[config.mk]
export PLATFORM = sky130hd
export DESIGN_NAME = pipe_arbiter
export DESIGN_NICKNAME = d
export VERILOG_FILES = /design/src/rtl/pipe_arbiter.sv
export SDC_FILE = /design/constraint.sdc
export NUM_CORES = 1
export LEC_CHECK = 0
export CORE_MARGIN = 3
export CORE_UTILIZATION = 31
export CTS_CLUSTER_DIAMETER = 150
export DETAILED_ROUTE_END_ITERATION = 10
export PLACE_DENSITY = 0.82
export SYNTH_ARGS = -nofsm -noshare
export SYNTH_HDL_FRONTEND = slang
export SYNTH_SLANG_ARGS = --single-unit
[constraint.sdc]
create_clock -name clk -period 2.1 [get_ports clk]
set_clock_uncertainty 0.15 [all_clocks]
set_input_delay 0.21 -clock clk [delete_from_list [all_inputs] [get_ports clk]]
set_output_delay 0.21 -clock clk [all_outputs]
set_load 0.005 [all_outputs]
[src/rtl/pipe_arbiter.sv]
// Round-robin front end for a shared fixed-latency datapath, with a tag chain that routes each result back to its requester.
// Optional per-requester grant counters are built when PIPE_ARB_GRANT_CNT_EN is defined.
//
// state   | meaning
// S_IDLE  | nothing in flight; grants start in the same cycle en rises
// S_RUN   | granting one transfer per cycle while en=1
// S_DRAIN | en dropped with ops in flight; no grants, waiting for retirement
module pipe_arbiter #(
   parameter int WIDTH   = 8,
   parameter int CYCLES  = 4,
   parameter int NUM_REQ = 4
) (
   input  logic                       clk,
   input  logic                       rst,
   input  logic                       en,
   input  logic [NUM_REQ-1:0]         req_valid,
   input  logic [NUM_REQ*WIDTH-1:0]   req_data,
   output logic [NUM_REQ-1:0]         req_ready,
   output logic                       pipe_valid,
   output logic [WIDTH-1:0]           pipe_din,
   input  logic [WIDTH-1:0]           pipe_dout,
   output logic [NUM_REQ-1:0]         rsp_valid,
   output logic [WIDTH-1:0]           rsp_data,
   output logic                       idle,
   output logic [NUM_REQ*16-1:0]      grant_cnt
);

   localparam int TAG_W = $clog2(NUM_REQ);

   typedef enum logic [1:0] {S_IDLE, S_RUN, S_DRAIN} state_t;

   state_t                       state_q, state_d;
   logic                         idle_q, idle_d;
   logic [TAG_W-1:0]             rr_q, rr_d;
   logic [CYCLES-1:0]            valid_q, valid_d;
   logic [CYCLES-1:0][TAG_W-1:0] tag_q, tag_d;

   logic                         granting;
   logic                         found;
   logic                         transfer;
   logic [TAG_W-1:0]             grant_idx;
   logic                         pending;

   // Search order starts at the rr pointer; rr_q is always < NUM_REQ, so unused tag codes never appear.
   always_comb begin
      granting  = rst & en & (state_q != S_DRAIN);
      found     = 1'b0;
      grant_idx = '0;
      for (int k = 0; k < NUM_REQ; k++) begin
         if (!found && req_valid[(int'(rr_q) + k) % NUM_REQ]) begin
            found     = 1'b1;
            grant_idx = TAG_W'((int'(rr_q) + k) % NUM_REQ);
         end
      end
      transfer   = granting & found;
      req_ready  = transfer ? (NUM_REQ'(1) << grant_idx) : '0;
      pipe_valid = transfer;
      pipe_din   = transfer ? req_data[grant_idx*WIDTH +: WIDTH] : '0;
      rr_d       = rr_q;
      if (transfer)
         rr_d = (grant_idx == TAG_W'(NUM_REQ-1)) ? '0 : grant_idx + TAG_W'(1);
   end

   always_comb begin
      valid_d    = '0;
      tag_d      = '0;
      valid_d[0] = transfer;
      tag_d[0]   = grant_idx;
      for (int i = 1; i < CYCLES; i++) begin
         valid_d[i] = valid_q[i-1];
         tag_d[i]   = tag_q[i-1];
      end
      // Ops that will still be in flight after this cycle's retirement.
      pending = 1'b0;
      for (int i = 0; i < CYCLES-1; i++)
         pending = pending | valid_q[i];
      rsp_valid = valid_q[CYCLES-1] ? (NUM_REQ'(1) << tag_q[CYCLES-1]) : '0;
      rsp_data  = valid_q[CYCLES-1] ? pipe_dout : '0;
   end

   always_comb begin
      state_d = state_q;
      case (state_q)
         S_IDLE:  if (en) state_d = S_RUN;
         S_RUN:   if (!en) state_d = pending ? S_DRAIN : S_IDLE;
         S_DRAIN: begin
            if (en)            state_d = S_RUN;
            else if (!pending) state_d = S_IDLE;
         end
         default: state_d = S_IDLE;
      endcase
      idle_d = (state_d == S_IDLE);
   end

   always_ff @(posedge clk or negedge rst) begin
      if (!rst) begin
         state_q <= S_IDLE;
         idle_q  <= 1'b1;
         rr_q    <= '0;
         valid_q <= '0;
         tag_q   <= '0;
      end else begin
         state_q <= state_d;
         idle_q  <= idle_d;
         rr_q    <= rr_d;
         valid_q <= valid_d;
         tag_q   <= tag_d;
      end
   end

   assign idle = idle_q;

`ifdef PIPE_ARB_GRANT_CNT_EN
   logic [NUM_REQ-1:0][15:0] cnt_q, cnt_d;

   always_comb begin
      cnt_d = cnt_q;
      if (transfer && cnt_q[grant_idx] != 16'hFFFF)
         cnt_d[grant_idx] = cnt_q[grant_idx] + 16'd1;
   end

   always_ff @(posedge clk or negedge rst) begin
      if (!rst) cnt_q <= '0;
      else      cnt_q <= cnt_d;
   end

   assign grant_cnt = cnt_q;
`else
   assign grant_cnt = '0;
`endif

endmodule

Yosys cells after proc, flatten, opt, wreduce, memory -nomap -nowiden --
Cells that the tools add are included.
Operators by class: $add $sub $neg 4, magnitude comparators 4, equality and inequality tests 4, shift operators 3, muxes and demuxes 30, bitwise logic cells 8, reductions and logical operators 11
Operator list (count):
- $shiftx A32 B6 Y8 | 1
- $mux W2 | 10
- $mux W8 | 2
- $lt A3 B4 Y1 const B | 3
- $mux W1 | 11
- $bmux W1 S2 | 4
- $mux W4 | 2
- $shl A1 B2 Y4 const A | 2
- $pmux W2 S3 | 1
- $reduce_or A2 Y1 | 3
- $add A2 B1 Y2 const B | 2
- $add A2 B2 Y2 const B | 2
- $eq A2 B2 Y1 const B | 2
- $logic_not A2 Y1 | 2
- $and A1 B1 Y1 | 3
- $and A1 B1 Y1 const A | 3
- $logic_and A1 B1 Y1 | 3
- $logic_not A1 Y1 | 3
- $lt A2 B3 Y1 const B | 1
- $eq A2 B1 Y1 const B | 1
- $ne A2 B2 Y1 const B | 1
- $or A1 B1 Y1 | 2
Storage, ports and cells: bits in registers 17, input bits 47, output and inout port bits 90, word-level logic and storage cells 72

Longest topological paths before layout --
Gate-level depths: netlist (run 1).
word-level depth 16, gate-level depth with buffers 5, gate-level depth less buffers 5

Least setup slack after synthesis (run 1) --
No wires, ideal clock.
path type register to output, from register rr_q[1], to output pipe_din[0], arrival 1.517 ns, required time 1.740 ns, slack 0.223 ns, stages on the path, launching flop included 6, path buffers 1, path through dfrtp_1 -> mux2_4 -> o221ai_4 -> buf_8 -> mux2i_1 -> o22ai_1
Between the ends: longest elaborated chain between the ends 14, elaborated cells on any way between the ends 31, classes of those cells 3 x add/sub; 1 x shift; 20 x mux; 1 x bitwise; 6 x reduce/logical
RTL lines:
- from (decl) | RTL line 34 | logic [TAG_W-1:0] rr_q, rr_d;
- from (signal assigned) | RTL line 105 | rr_q <= rr_d;
- $add A2 B1 Y2 / $bmux W1 S2 (equally long branches) | RTL line 50, 52
- $bmux W1 S2 / $mux W1 (equally long branches) | RTL line 50 | if (!found && req_valid[(int'(rr_q) + k) % NUM_REQ]) begin
- $mux W1 (not written as such) | RTL line 50
- $mux W1 (not written as such) / $logic_not A1 Y1 (equally long branches) | RTL line 50
- $logic_and A1 B1 Y1 | RTL line 50
- $mux W1 | RTL line 50
- $logic_not A1 Y1 | RTL line 50
- $logic_and A1 B1 Y1 | RTL line 50
- $mux W1 | RTL line 50
- $logic_not A1 Y1 | RTL line 50
- $logic_and A1 B1 Y1 | RTL line 50
- $mux W2 / $mux W1 (equally long branches) | RTL line 50
- $shiftx A32 B6 Y8 / $and A1 B1 Y1 (equally long branches) | RTL line 58, 55
- $mux W8 (*) | RTL line 58 | pipe_din = transfer ? req_data[grant_idx*WIDTH +: WIDTH] : '0;
- to (decl) | RTL line 20 | output logic [WIDTH-1:0] pipe_din,
Mark *: on every way between the ends. The rest lies on a longest branch, timed or not. The select of a mux whose other input is x is not followed.

Worst setup path in the final report (run 1) --
from register rr_q[1], to output pipe_din[4]
The elaborated chain is that of the path after synthesis.

==> results of run 1 <==
placed cells by master (no fill, tap or decap), drive strengths merged, types with 5 or more instances in the layout:
cell type      netlist  layout
clkdlybuf4s50        0      53
buf                 66      33
o22ai                8       8
and2                 8       8
mux2i               16      16
conb                 1      64
inv                  5       5
dfrtp               16      16
nor2                 5       5
registers in the layout, summed over array words and instances, names as in the netlist:
register and flops:
tag_d 6, valid_q 4, rr_q 2, state_q 2, tag_q 2, idle 1
power by group:
part,total (mW),leakage (nW),switching [mW],internal [mW]
registers,0.435,0.206,0.0402,0.395
clock network,0.235,0.0255,0.103,0.131
logic,0.711,0.927,0.283,0.427
total,1.38,1.16,0.427,0.954
kinds of logic (layout without fill, tap and decap cells):
logic type / count (synthesis) / count (layout) / synth area share (%)
flops: 17 / 17 / 29.2
compound gates: 17 / 17 / 9.77
xor+xnor: 1 / 1 / 0.600
mux: 17 / 17 / 12.0
other cells: 1 / 64 / 0.257
simple gates: 30 / 30 / 12.3
buf+inv: 72 / 104 / 35.8
layer usage:
metal  wire length, um  share of wire [%]  GRT usage (%)  vias to the layer above
li1                  -                  -              -                      579
met2              1790                 52           20.3                       86
met1              1210                 36           11.1                      557
met3               409                 12           4.94                        0
met5                 0                  0              0                        -
met4                 0                  0           2.77                        0
worst paths after layout:
| kind | startpoint | slack, ps | cells after the start | endpoint |
|---|---|---|---|---|
| hold / removal | en | 110 | 2 | state_q[1] |
| setup / recovery | rr_q[1] | -200 | 7 | pipe_din[4] |
| setup reg to reg | rr_q[1] | 200 | 8 | rr_q[1] |
| min in group asynchronous | rst | 400 | 3 | tag_d[4] |
| max in group asynchronous | rst | 1150 | 3 | idle |
| hold reg to reg | tag_d[2] | 200 | 0 | tag_d[4] |
critical path: stages (launching register included):
cell and delay [ps]:
dfrtp_1 420, mux2_4 330, o221ai_4 250, buf_12 150, buf_6 120, mux2i_2 210
o22ai_1 90, buf_2 130
metrics by stage:
step	worst slack (ps)	power (mW)	area, um2	instances
final	-197	1.38	2300	302
after global routing	-283	1.47	2300	302
after CTS	-278	1.38	2240	299
after detailed placement	-557	1.02	2110	289
after global placement	-519	1.00	2110	289
after floorplan	223	0.801	1700	218
final cells by class:
class | count | area, um2
Timing Repair Buffer | 95 | 903
Inverter | 5 | 26.3
Multi-Input combinational cell | 129 | 828
Clock inverter | 1 | 5.00
Sequential cell | 17 | 427
Clock buffer | 3 | 41.3
Tap cell | 52 | 65.1
Fill cell | 403 | 2150
timing repair:
item / CTS / global route
endpoints found under the setup margin: 13 / 13
endpoints found under the hold margin: 0 / 16
pin swaps: 14 / 7
hold buffers: 0 / 1
cloned: 1 / 0
gates resized for setup: 63 / 14
setup buffers: 6 / 3
==> results.json, run 1 <==
{
  "status": "finished, violations left",
  "violations": "setup timing",
  "syn_area_per_cell_um2": 9.42,
  "synth_most_common_cell": "buf_4",
  "antenna_found_initial": 0,
  "synth_async_sr_flop_share_pct": 100,
  "grt_pass1_wl_um": 4690,
  "core_area_um2": 4440,
  "clk_pin_slew_worst_paths_ps": 60,
  "cts_max_level": 1,
  "rsz0062_at_grt": "yes",
  "min_period_over_period_pct": 109,
  "whs_ps": 110,
  "drv_cap": 0,
  "arrival_ps": 1940,
  "dr.pass1.iters": 4,
  "dp_hpwl_um": 2700,
  "grt_max_degree": 18,
  "clk_latency_ps": 250,
  "required_ps": 1740,
  "slew_viol_final": 0,
  "setup_ws_ps": -197,
  "route.detailed.wl_per_inst_um": 11.3,
  "yosysTopAreaCell": "buf_4",
  "drt-initial-drc-count": 43,
  "cts_sinks": 17,
  "clock-root-buffer": "clkbuf_8",
  "ir_drop_uv": 311,
  "syn-cell-area_um2": 1460,
  "clk_path_buf_depth": 2,
  "finish.utilization_pct": 51.7,
  "grt_pass1_vias": 1085,
  "synthTopCellsByArea": "buf_4 (33%), dfrtp_1 (27%), mux2i_1 (11%)",
  "min_period_ps": 2300,
  "ys_ff_latch": 17,
  "antenna_cells": 0,
  "path_class": "flip-flop to primary output",
  "synthFlopType": "dfrtp_1",
  "power_density_nw_per_um2": 601,
  "tritoncts.num_buffers": 3,
  "syn-instance-count": 155,
  "ys_types": 31,
  "fp-row-count": 24,
  "port_buffers": 72,
  "vias": 1222,
  "drive_above_1_share_pct": 22.4,
  "holdCritPathClass": "primary input to flip-flop",
  "nets": 298,
  "startpoint_type": "flip-flop",
  "die_area_um2": 5570,
  "synth_common_cells": "buf_4 (64), dfrtp_1 (16), mux2i_1 (16)",
  "initial_core_util_pct": 32.9,
  "max_freq_mhz": 435,
  "critPathMaxFanout": 5,
  "yosysTopAreaCellShare_pct": 32.9,
  "hold_viol": 0,
  "fp.dieH_um": 74.6,
  "wl_um": 3410,
  "globalplace.congestion": 0.732,
  "cts_tree": "yes",
  "p_leak_nw": 1.16,
  "syn_to_final_growth_pct": 57.2,
  "vias_per_cell": 4.05,
  "setup_tns_ps": -1400,
  "yosysWarningCount": 0,
  "die_x_um": 74.6,
  "antenna_left": 0,
  "worstSetupEndpointType": "primary output",
  "grtUsageTotal_pct": 10.9,
  "setup_violations": 9,
  "synth-edff-count": 0,
  "grt_overflow": 0,
  "ys_seq_area_share_pct": 29.2,
  "pin_count": 137,
  "drc": 0
}
Power figures use the tool's default switching activity.
==> run 2, diff against run 1 <==
REMOVE_ABC_BUFFERS = 1   (was not set)
==> run 2 against run 1 <==
Compared with the run above: the flow still finishes with violations (setup timing); combinational power increased by 8.7%; non-clock buffer count increased by 6; critical path depth increased by 1; sequential share of layout area decreased by 0.40 points; register-to-register slack got worse by 390 ps; cell area rose by 2.2%; setup slack got worse by 48 ps; largest cell class unchanged; highest routed layer is now met4.
==> results.json, run 2 (synthesis gave the netlist of run 1 again) <==
{
  "cts_max_level": 1,
  "antenna_left": 0,
  "grt_max_degree": 18,
  "port_buffers": 72,
  "dp_slack_ps": -585,
  "status": "finished, violations left",
  "drt-initial-drc-count": 8,
  "wl_um": 3550,
  "cpMostUsedCell": "buf_12",
  "vias": 1254,
  "drv_cap": 0,
  "nets": 305,
  "largest_reg_flops": 6,
  "ir_drop_uv": 309,
  "clk_path_buf_depth": 2,
  "pin_count": 137,
  "p_clk_share_pct": 16.5,
  "grt_pass1_wl_um": 4690,
  "initial_core_util_pct": 32.9,
  "grt_pass1_vias": 1160,
  "globalplace.congestion": 0.718,
  "setup_violations": 11,
  "grtUsageTotal_pct": 10.8,
  "vias_per_cell": 4.06,
  "drive_above_1_share_pct": 24.1,
  "violations": "setup timing",
  "fp-row-count": 24,
  "critPathMaxFanout": 4,
  "rsz0062_at_grt": "yes",
  "crit_chain": "mux2_4, o221ai_4, buf_12, buf_12, buf_6, mux2i_1, o22ai_1, buf_2",
  "path_class": "flip-flop to primary output",
  "startpoint_type": "flip-flop",
  "critPathBufInv": 4,
  "holdBufCountCts": 0,
  "fp.dieH_um": 74.6,
  "p_sw_mw": 0.450,
  "min_period_ps": 2340,
  "cts_tree": "yes",
  "p_sw_share_pct": 31.1,
  "cts_sinks": 17,
  "dr.pass1.iters": 4,
  "mostFrequentLayoutCell": "conb_1",
  "clk_latency_ps": 250,
  "core_area_um2": 4440,
  "arrival_ps": 1980,
  "antenna_cells": 0,
  "slew_viol_final": 0,
  "power_density_nw_per_um2": 616,
  "intPower_mw": 0.996,
  "min_period_over_period_pct": 112,
  "required_ps": 1740,
  "crit_slowest_cell": "dfrtp_1",
  "worstSetupEndpointType": "primary output",
  "holdCritPathClass": "primary input to async pin",
  "route.detailed.wl_per_inst_um": 11.5,
  "die_area_um2": 5570,
  "n_fill_cell": 400,
  "antenna_found_initial": 0,
  "dp_hpwl_um": 2650,
  "tritoncts.num_buffers": 3,
  "hold_viol": 0,
  "comb_power_share_pct": 53.4,
  "path_delay_family": "multiplexers",
  "final_cell_mix": "conb_1 (64), clkdlybuf4s50_1 (56), buf_4 (19), dfrtp_1 (16), mux2i_1 (15)",
  "drc": 0,
  "clk_pin_slew_worst_paths_ps": 60,
  "max_stage_delay_ps": 420,
  "die_x_um": 74.6,
  "clock-root-buffer": "clkbuf_8",
  "syn_to_final_growth_pct": 60.7,
  "grt_overflow": 0,
  "seq_power_share_pct": 30.0,
  "setup_ws_ps": -245,
  "max_freq_mhz": 426,
  "finish.utilization_pct": 52.8,
  "p_leak_nw": 1.17
}
## run 2: per-stage QoR
step / std cells / area [um2] / hold slack, ps / total power [mW] / setup TNS (ps)
detailed placement: 288 / 2090 / 185 / 0.995 / -6760
floorplan: 151 / 1190 / -236 / 0.697 / 0
finish: 309 / 2350 / 163 / 1.45 / -1980
global placement: 288 / 2090 / 183 / 0.986 / -6490
global route: 309 / 2350 / 203 / 1.54 / -3000
CTS: 306 / 2250 / 170 / 1.37 / -2050
## run 2: path summary, 6_finish.rpt
kind	from	end	slack, ps	cells past startpoint
setup reg to reg	rr_q[1]	rr_q[1]	-190	13
min in group clk	tag_d[7]	tag_q[7]	200	0
setup / recovery	rr_q[1]	pipe_din[4]	-240	8
hold reg to reg	tag_d[7]	tag_q[7]	200	0
hold / removal	rst	valid_q[3]	160	2
max in group asynchronous	rst	idle	1390	2
## run 2: layout make-up
cell class                      instances  area, um2  share of cell area [%]
Multi-Input combinational cell        130        832                    35.5
Clock buffer                            3       41.3                    1.76
Clock inverter                          1       5.00                   0.213
Sequential cell                        17        427                    18.2
Inverter                                5       23.8                    1.01
Tap cell                               52       65.1                    2.77
Timing Repair Buffer                  101        952                    40.6
## run 2: metal layers
metal / track usage (%) / part of all wire [%] / vias up
met3: 3.87 / 11 / 3
met2: 22.0 / 53 / 92
met5: 0 / 0 / -
li1: - / - / 596
met4: 2.96 / 0.85 / 0
met1: 9.99 / 35 / 563
## run 2: repair_timing
| item | in CTS | in global routing |
|---|---|---|
| resized for setup | 67 | 12 |
| pin swaps | 9 | 9 |
| gates cloned | 1 | 1 |
| endpoints found under the setup margin | 13 | 14 |
| endpoints found under the hold margin | 0 | 0 |
| buffers inserted | 13 | 3 |
## run 2: power groups by stage
| stage | clock, mW | combinational (mW) | sequential, mW |
|---|---|---|---|
| after floorplan | 0 | 0.264 | 0.432 |
| after global placement | 0 | 0.545 | 0.441 |
| after detailed placement | 0 | 0.550 | 0.445 |
| after CTS | 0.250 | 0.687 | 0.436 |
| after global routing | 0.266 | 0.829 | 0.442 |
| final | 0.239 | 0.773 | 0.434 |
==> run 3, diff against run 2 <==
CAP_MARGIN = 20   (was not set)
==> results of run 3 <==
No change in the layout: final DEF, timing and power equal those of run 2.
